$ cat config.mk
export PLATFORM = sky130hd
export DESIGN_NAME = id_ex_stage
export DESIGN_NICKNAME = d
export VERILOG_FILES = /design/src/rtl/id_ex_stage.sv
export SDC_FILE = /design/constraint.sdc
export NUM_CORES = 1
export LEC_CHECK = 0
export CAP_MARGIN = 20
export CORE_UTILIZATION = 44
export DETAILED_ROUTE_END_ITERATION = 12
export GPL_ROUTABILITY_DRIVEN = 0
export PLACE_DENSITY = 0.81
export SYNTH_ARGS = -nofsm -noshare
export SYNTH_HDL_FRONTEND = slang
export SYNTH_SLANG_ARGS = --single-unit
$ cat constraint.sdc
create_clock -name clk -period 3 [get_ports clk]
set_input_delay 0.3 -clock clk [delete_from_list [all_inputs] [get_ports clk]]
set_output_delay 0.3 -clock clk [all_outputs]
set_load 0.02 [all_outputs]
$ cat src/rtl/id_ex_stage.sv
// id_ex_stage: decode-to-execute pipeline register with operand forwarding.
//   clk, rst_n              : clock, async active-low reset
//   idValid / idReady       : handshake from decode (idReady = ~stall)
//   id*                     : decoded operands, indices, immediate, opcode
//   exMem* / memWb*         : forwarding sources from later stages
//   stall / flush           : hazard hold / squash (flush has priority)
//   aluInput1/2, aluControl : forwarded operands and registered opcode
//   exValid, exRd, exRegWrite : EX-stage status
//   fwdSel1/2               : forwarding selection (0 reg, 1 EX/MEM, 2 MEM/WB, 3 imm)
module id_ex_stage #(
  parameter int unsigned WIDTH    = 16,
  parameter int unsigned REG_BITS = 3
) (
  input  logic                clk,
  input  logic                rst_n,
  input  logic                idValid,
  output logic                idReady,
  input  logic [WIDTH-1:0]    idOp1Data,
  input  logic [WIDTH-1:0]    idOp2Data,
  input  logic [REG_BITS-1:0] idRs1,
  input  logic [REG_BITS-1:0] idRs2,
  input  logic [REG_BITS-1:0] idRd,
  input  logic                idRegWrite,
  input  logic                idUseImm,
  input  logic [WIDTH-1:0]    idImm,
  input  logic [3:0]          idAluControl,
  input  logic                exMemRegWrite,
  input  logic [REG_BITS-1:0] exMemRd,
  input  logic [WIDTH-1:0]    exMemResult,
  input  logic                memWbRegWrite,
  input  logic [REG_BITS-1:0] memWbRd,
  input  logic [WIDTH-1:0]    memWbResult,
  input  logic                stall,
  input  logic                flush,
  output logic [WIDTH-1:0]    aluInput1,
  output logic [WIDTH-1:0]    aluInput2,
  output logic [3:0]          aluControl,
  output logic                exValid,
  output logic [REG_BITS-1:0] exRd,
  output logic                exRegWrite,
  output logic [1:0]          fwdSel1,
  output logic [1:0]          fwdSel2
);

  logic [WIDTH-1:0]    op1_q, op1_d, op2_q, op2_d;
  logic [REG_BITS-1:0] rs1_q, rs1_d, rs2_q, rs2_d, rd_q, rd_d;
  logic                use_imm_q, use_imm_d;
  logic                reg_write_q, reg_write_d;
  logic [3:0]          alu_ctl_q, alu_ctl_d;
  logic                valid_q, valid_d;

  assign idReady    = ~stall;
  assign aluControl = alu_ctl_q;
  assign exRd       = rd_q;
  assign exValid    = valid_q;
  assign exRegWrite = reg_write_q & valid_q;

  // Forwarding mux; EX/MEM is the younger result so it is checked first.
  always_comb begin
    aluInput1 = op1_q;
    fwdSel1   = 2'd0;
    if (exMemRegWrite && exMemRd == rs1_q && rs1_q != '0) begin
      aluInput1 = exMemResult;
      fwdSel1   = 2'd1;
    end else if (memWbRegWrite && memWbRd == rs1_q && rs1_q != '0) begin
      aluInput1 = memWbResult;
      fwdSel1   = 2'd2;
    end

    aluInput2 = op2_q;
    fwdSel2   = 2'd0;
    if (use_imm_q) begin
      fwdSel2 = 2'd3;
    end else if (exMemRegWrite && exMemRd == rs2_q && rs2_q != '0) begin
      aluInput2 = exMemResult;
      fwdSel2   = 2'd1;
    end else if (memWbRegWrite && memWbRd == rs2_q && rs2_q != '0) begin
      aluInput2 = memWbResult;
      fwdSel2   = 2'd2;
    end
  end

  always_comb begin
    op1_d       = op1_q;
    op2_d       = op2_q;
    rs1_d       = rs1_q;
    rs2_d       = rs2_q;
    rd_d        = rd_q;
    use_imm_d   = use_imm_q;
    reg_write_d = reg_write_q;
    alu_ctl_d   = alu_ctl_q;
    valid_d     = valid_q;
    if (flush) begin
      valid_d     = 1'b0;
      reg_write_d = 1'b0;
    end else if (stall) begin
      // Capture forwarded values so they survive once the producer retires.
      op1_d = aluInput1;
      if (!use_imm_q) op2_d = aluInput2;
    end else if (idValid) begin
      op1_d       = idOp1Data;
      op2_d       = idUseImm ? idImm : idOp2Data;
      rs1_d       = idRs1;
      rs2_d       = idRs2;
      rd_d        = idRd;
      use_imm_d   = idUseImm;
      reg_write_d = idRegWrite;
      alu_ctl_d   = idAluControl;
      valid_d     = 1'b1;
    end else begin
      valid_d     = 1'b0;
      reg_write_d = 1'b0;
    end
  end

  always_ff @(posedge clk or negedge rst_n) begin
    if (!rst_n) begin
      op1_q       <= '0;
      op2_q       <= '0;
      rs1_q       <= '0;
      rs2_q       <= '0;
      rd_q        <= '0;
      use_imm_q   <= 1'b0;
      reg_write_q <= 1'b0;
      alu_ctl_q   <= '0;
      valid_q     <= 1'b0;
    end else begin
      op1_q       <= op1_d;
      op2_q       <= op2_d;
      rs1_q       <= rs1_d;
      rs2_q       <= rs2_d;
      rd_q        <= rd_d;
      use_imm_q   <= use_imm_d;
      reg_write_q <= reg_write_d;
      alu_ctl_q   <= alu_ctl_d;
      valid_q     <= valid_d;
    end
  end

endmodule
==> results.sh <==
export IMPL_cpMaxStageDelayCell="clkdlybuf4s50_1"
export IMPL_outcome="finished with violations"
export IMPL_ff2ff_setup_slack_ps=950
export IMPL_endpoint="aluInput1[7]"
export IMPL_tightestPinTransition_ps=868.3
export IMPL_io_buffers=153
export IMPL_coreArea_um2=8678
export IMPL_reg2reg_to="op2_q[15]$_DFFE_PN0P_"
export IMPL_drc=0
export IMPL_drtPass1Iterations=6
export IMPL_slew_headroom_pct=42.11
export IMPL_drtAntennaViolNets=0
export IMPL_fillCellCount=738
export IMPL_finalMaxSlewViolations=0
export IMPL_io_pins=154
export IMPL_violations="hold timing"
export IMPL_cp_data_required_time_ps=2700
export IMPL_synth_ff_type="dfrtp_1"
export IMPL_maxCapViolations=0
export IMPL_seqCellArea_um2=1201
export IMPL_synth_seq_cells=48
export IMPL_yosysWarnings=0
export IMPL_max_clock_freq_ghz=0.3417
export IMPL_setup_violations=0
export IMPL_rr_worst_depth=5
export IMPL_drive_gt1_share_pct=10.48
export IMPL_crit_path_max_incr_delay_ps=640
export IMPL_finalNonFillerCells=738
export IMPL_avgSynthCellArea_um2=8.218
export IMPL_grt_use_total_pct=29.72
export IMPL_insertion_delay_ps=310
export IMPL_p_leak_nw=2.645
export IMPL_root_buffer="clkbuf_8"
export IMPL_start_kind="input pin"
export IMPL_fin_setup_tns_ps=0
export IMPL_final_area_um2=5831
export IMPL_first_iter_violations=295
export IMPL_yosysSeqAreaShare_pct=30.51
export IMPL_finalCriticalPeriod_ps=2927
export IMPL_post_dp_cell_area_um2=5657
export IMPL_via_count=4521
export IMPL_postLayoutCoreUtil_pct=67.19
export IMPL_synth_top_area_share_pct=30.51
export IMPL_synth_most_common_cell="nand2_1"
export IMPL_synth_distinct_cells=49
export IMPL_syn_to_final_growth_pct=48.12
export IMPL_num_antenna_cells=0
export IMPL_path_clk_slew_ps=100
export IMPL_path_common_cell="clkdlybuf4s50_1"
export IMPL_synth_commonest_cells="81 x nand2_1, 48 x dfrtp_1, 32 x o22a_1, 26 x a21oi_1, 25 x nor2_1"
export IMPL_critPathKind="input pin to output pin"
export IMPL_hold_viol_final=1
export IMPL_die_y_um=96.59
export IMPL_final_nets=737
export IMPL_end_kind="output pin"
export IMPL_syn_num_nets=587
export IMPL_clkSinkCount=48
export IMPL_crit_chain="clkdlybuf4s50_1 > nor3b_2 > o2111a_2 > buf_4 > o21ai_1 > a31oi_2 > clkdlybuf4s50_1"
export IMPL_grt_max_degree=29
export IMPL_grt_pass1_vias=4384
export IMPL_multi_input_area_um2=2499
export IMPL_async_flop_share_pct=100.0
export IMPL_finClkSkew_ps=12.34
export IMPL_ir_drop_mv=0.2909
export IMPL_yosysTopAreaCell="dfrtp_1"
export IMPL_total_power_mw=3.052
export IMPL_grt_pass1_wl_um=21290
export IMPL_dp_slack_ps=11.80
export IMPL_initial_utilization_pct=45.36
export IMPL_netlist_instances=479
export IMPL_syn_cell_area_um2=3936
export IMPL_rr_startpoint="use_imm_q$_DFFE_PN0P_"
export IMPL_setup_ws_ps=73.03
export IMPL_cts_tree="built"
export IMPL_vias_per_cell=6.126
export IMPL_synth_area_leaders="dfrtp_1 31%, nand2_1 7.7%, o22a_1 7.1%, mux2i_1 4.1%, a221o_1 3.8%"
export IMPL_wirelength_um=13730
export IMPL_post_drt_wl_per_cell_um=18.60
export IMPL_antenna_found_initial=0
export IMPL_dp_hpwl_um=10330
export IMPL_ctsHtreeMaxLevel=2
export IMPL_die_area_um2=9329
export IMPL_fin_crit_sh_pct=97.57
export IMPL_hold_class="input pin to asynchronous set/reset pin"
export IMPL_synth_edf_count=0
export IMPL_clockBufferDepth=2
export IMPL_cts_buffers_inserted=5
export IMPL_hold_ws_ps=-3.707
export IMPL_path_max_fanout=12
export IMPL_cp_startpoint="memWbRd[2]"
export IMPL_place_inst=728
export IMPL_rows=34
export IMPL_power_density_nw_per_um2=523.4
export IMPL_cp_data_arrival_time_ps=2630
export IMPL_die_w_um=96.59
export IMPL_overflow=0
export IMPL_hold_buffers=0
cells by family (layout without fill, tap and decap cells):
family,count (synthesis),after routing,synth area share [%]
flip-flops,48,48,30.51
AO/OA/AOI/OAI,169,169,34.23
buffers and inverters,51,202,6.262
AND/OR/NAND/NOR,184,184,22.12
multiplexers,17,17,4.450
XOR/XNOR,10,10,2.416
timing repair:
item                       4_1_cts  5_1_grt
pin swaps                        0        2
setup endpoints to repair        3       29
setup buffers                    0        2
gates resized for setup          2       20
worst max-delay path, delay by kind of cell:
family / cells / cell delay, ps
buf+inv: 3 / 1310
compound gates: 3 / 700
simple gates: 1 / 300
layer usage:
| layer | track usage [%] | up-vias | wire (um) |
|---|---|---|---|
| met2 | 52.05 | 253 | 6803 |
| li1 | - | 2070 | - |
| met5 | 0 | - | 0 |
| met4 | 11.15 | 0 | 436 |
| met3 | 5.086 | 47 | 1215 |
| met1 | 36.32 | 2151 | 5274 |
state kept, by name, summed over array words and instances, names as in the netlist:
signal	count
op1_q	16
op2_q	16
aluControl	4
exRd	3
rs1_q	3
rs2_q	3
exValid	1
reg_write_q	1
use_imm_q	1
worst min-delay path by stage:
stage | startpoint | endpoint
finish | rst_n | op2_q[3]$_DFFE_PN0P_
CTS | rst_n | op2_q[3]$_DFFE_PN0P_
floorplan | rst_n | aluControl[0]$_DFFE_PN0P_
global route | rst_n | op2_q[3]$_DFFE_PN0P_
global placement | rst_n | rs1_q[1]$_DFFE_PN0P_
detailed placement | rst_n | rs1_q[1]$_DFFE_PN0P_
where the power goes:
part | switching [mW] | internal, mW | total (mW)
logic | 0.782 | 0.813 | 1.59
registers | 0.169 | 0.804 | 0.973
clock network | 0.236 | 0.248 | 0.484
total | 1.19 | 1.87 | 3.05
placed cells by master, fill, tap and decap left out, types with 5 or more instances in the layout:
cell type,count
nand2_1,81
nand3_1,14
inv_1,10
mux2i_1,16
nor2_1,25
dlymetal6s2s_1,17
and3_1,10
dfrtp_1,48
a221oi_1,10
a31oi_1,7
nand2b_1,21
a31oi_2,7
clkdlybuf4s50_1,134
a21oi_1,26
o2111a_1,6
nor3_1,16
buf_4,27
a221o_1,15
xnor2_1,6
a211o_1,6
o21a_1,6
o21ai_0,22
o21ai_1,7
o31ai_1,10
clkbuf_8,5
o22a_1,32
cell type report:
class / count / share of cell area (%)
Multi-Input combinational cell: 380 / 42.85
Inverter: 10 / 0.6438
Clock buffer: 6 / 1.245
Timing Repair Buffer: 184 / 31.74
Clock inverter: 2 / 0.6009
Tap cell: 108 / 2.318
Sequential cell: 48 / 20.60
Power figures use the tool's default switching activity.
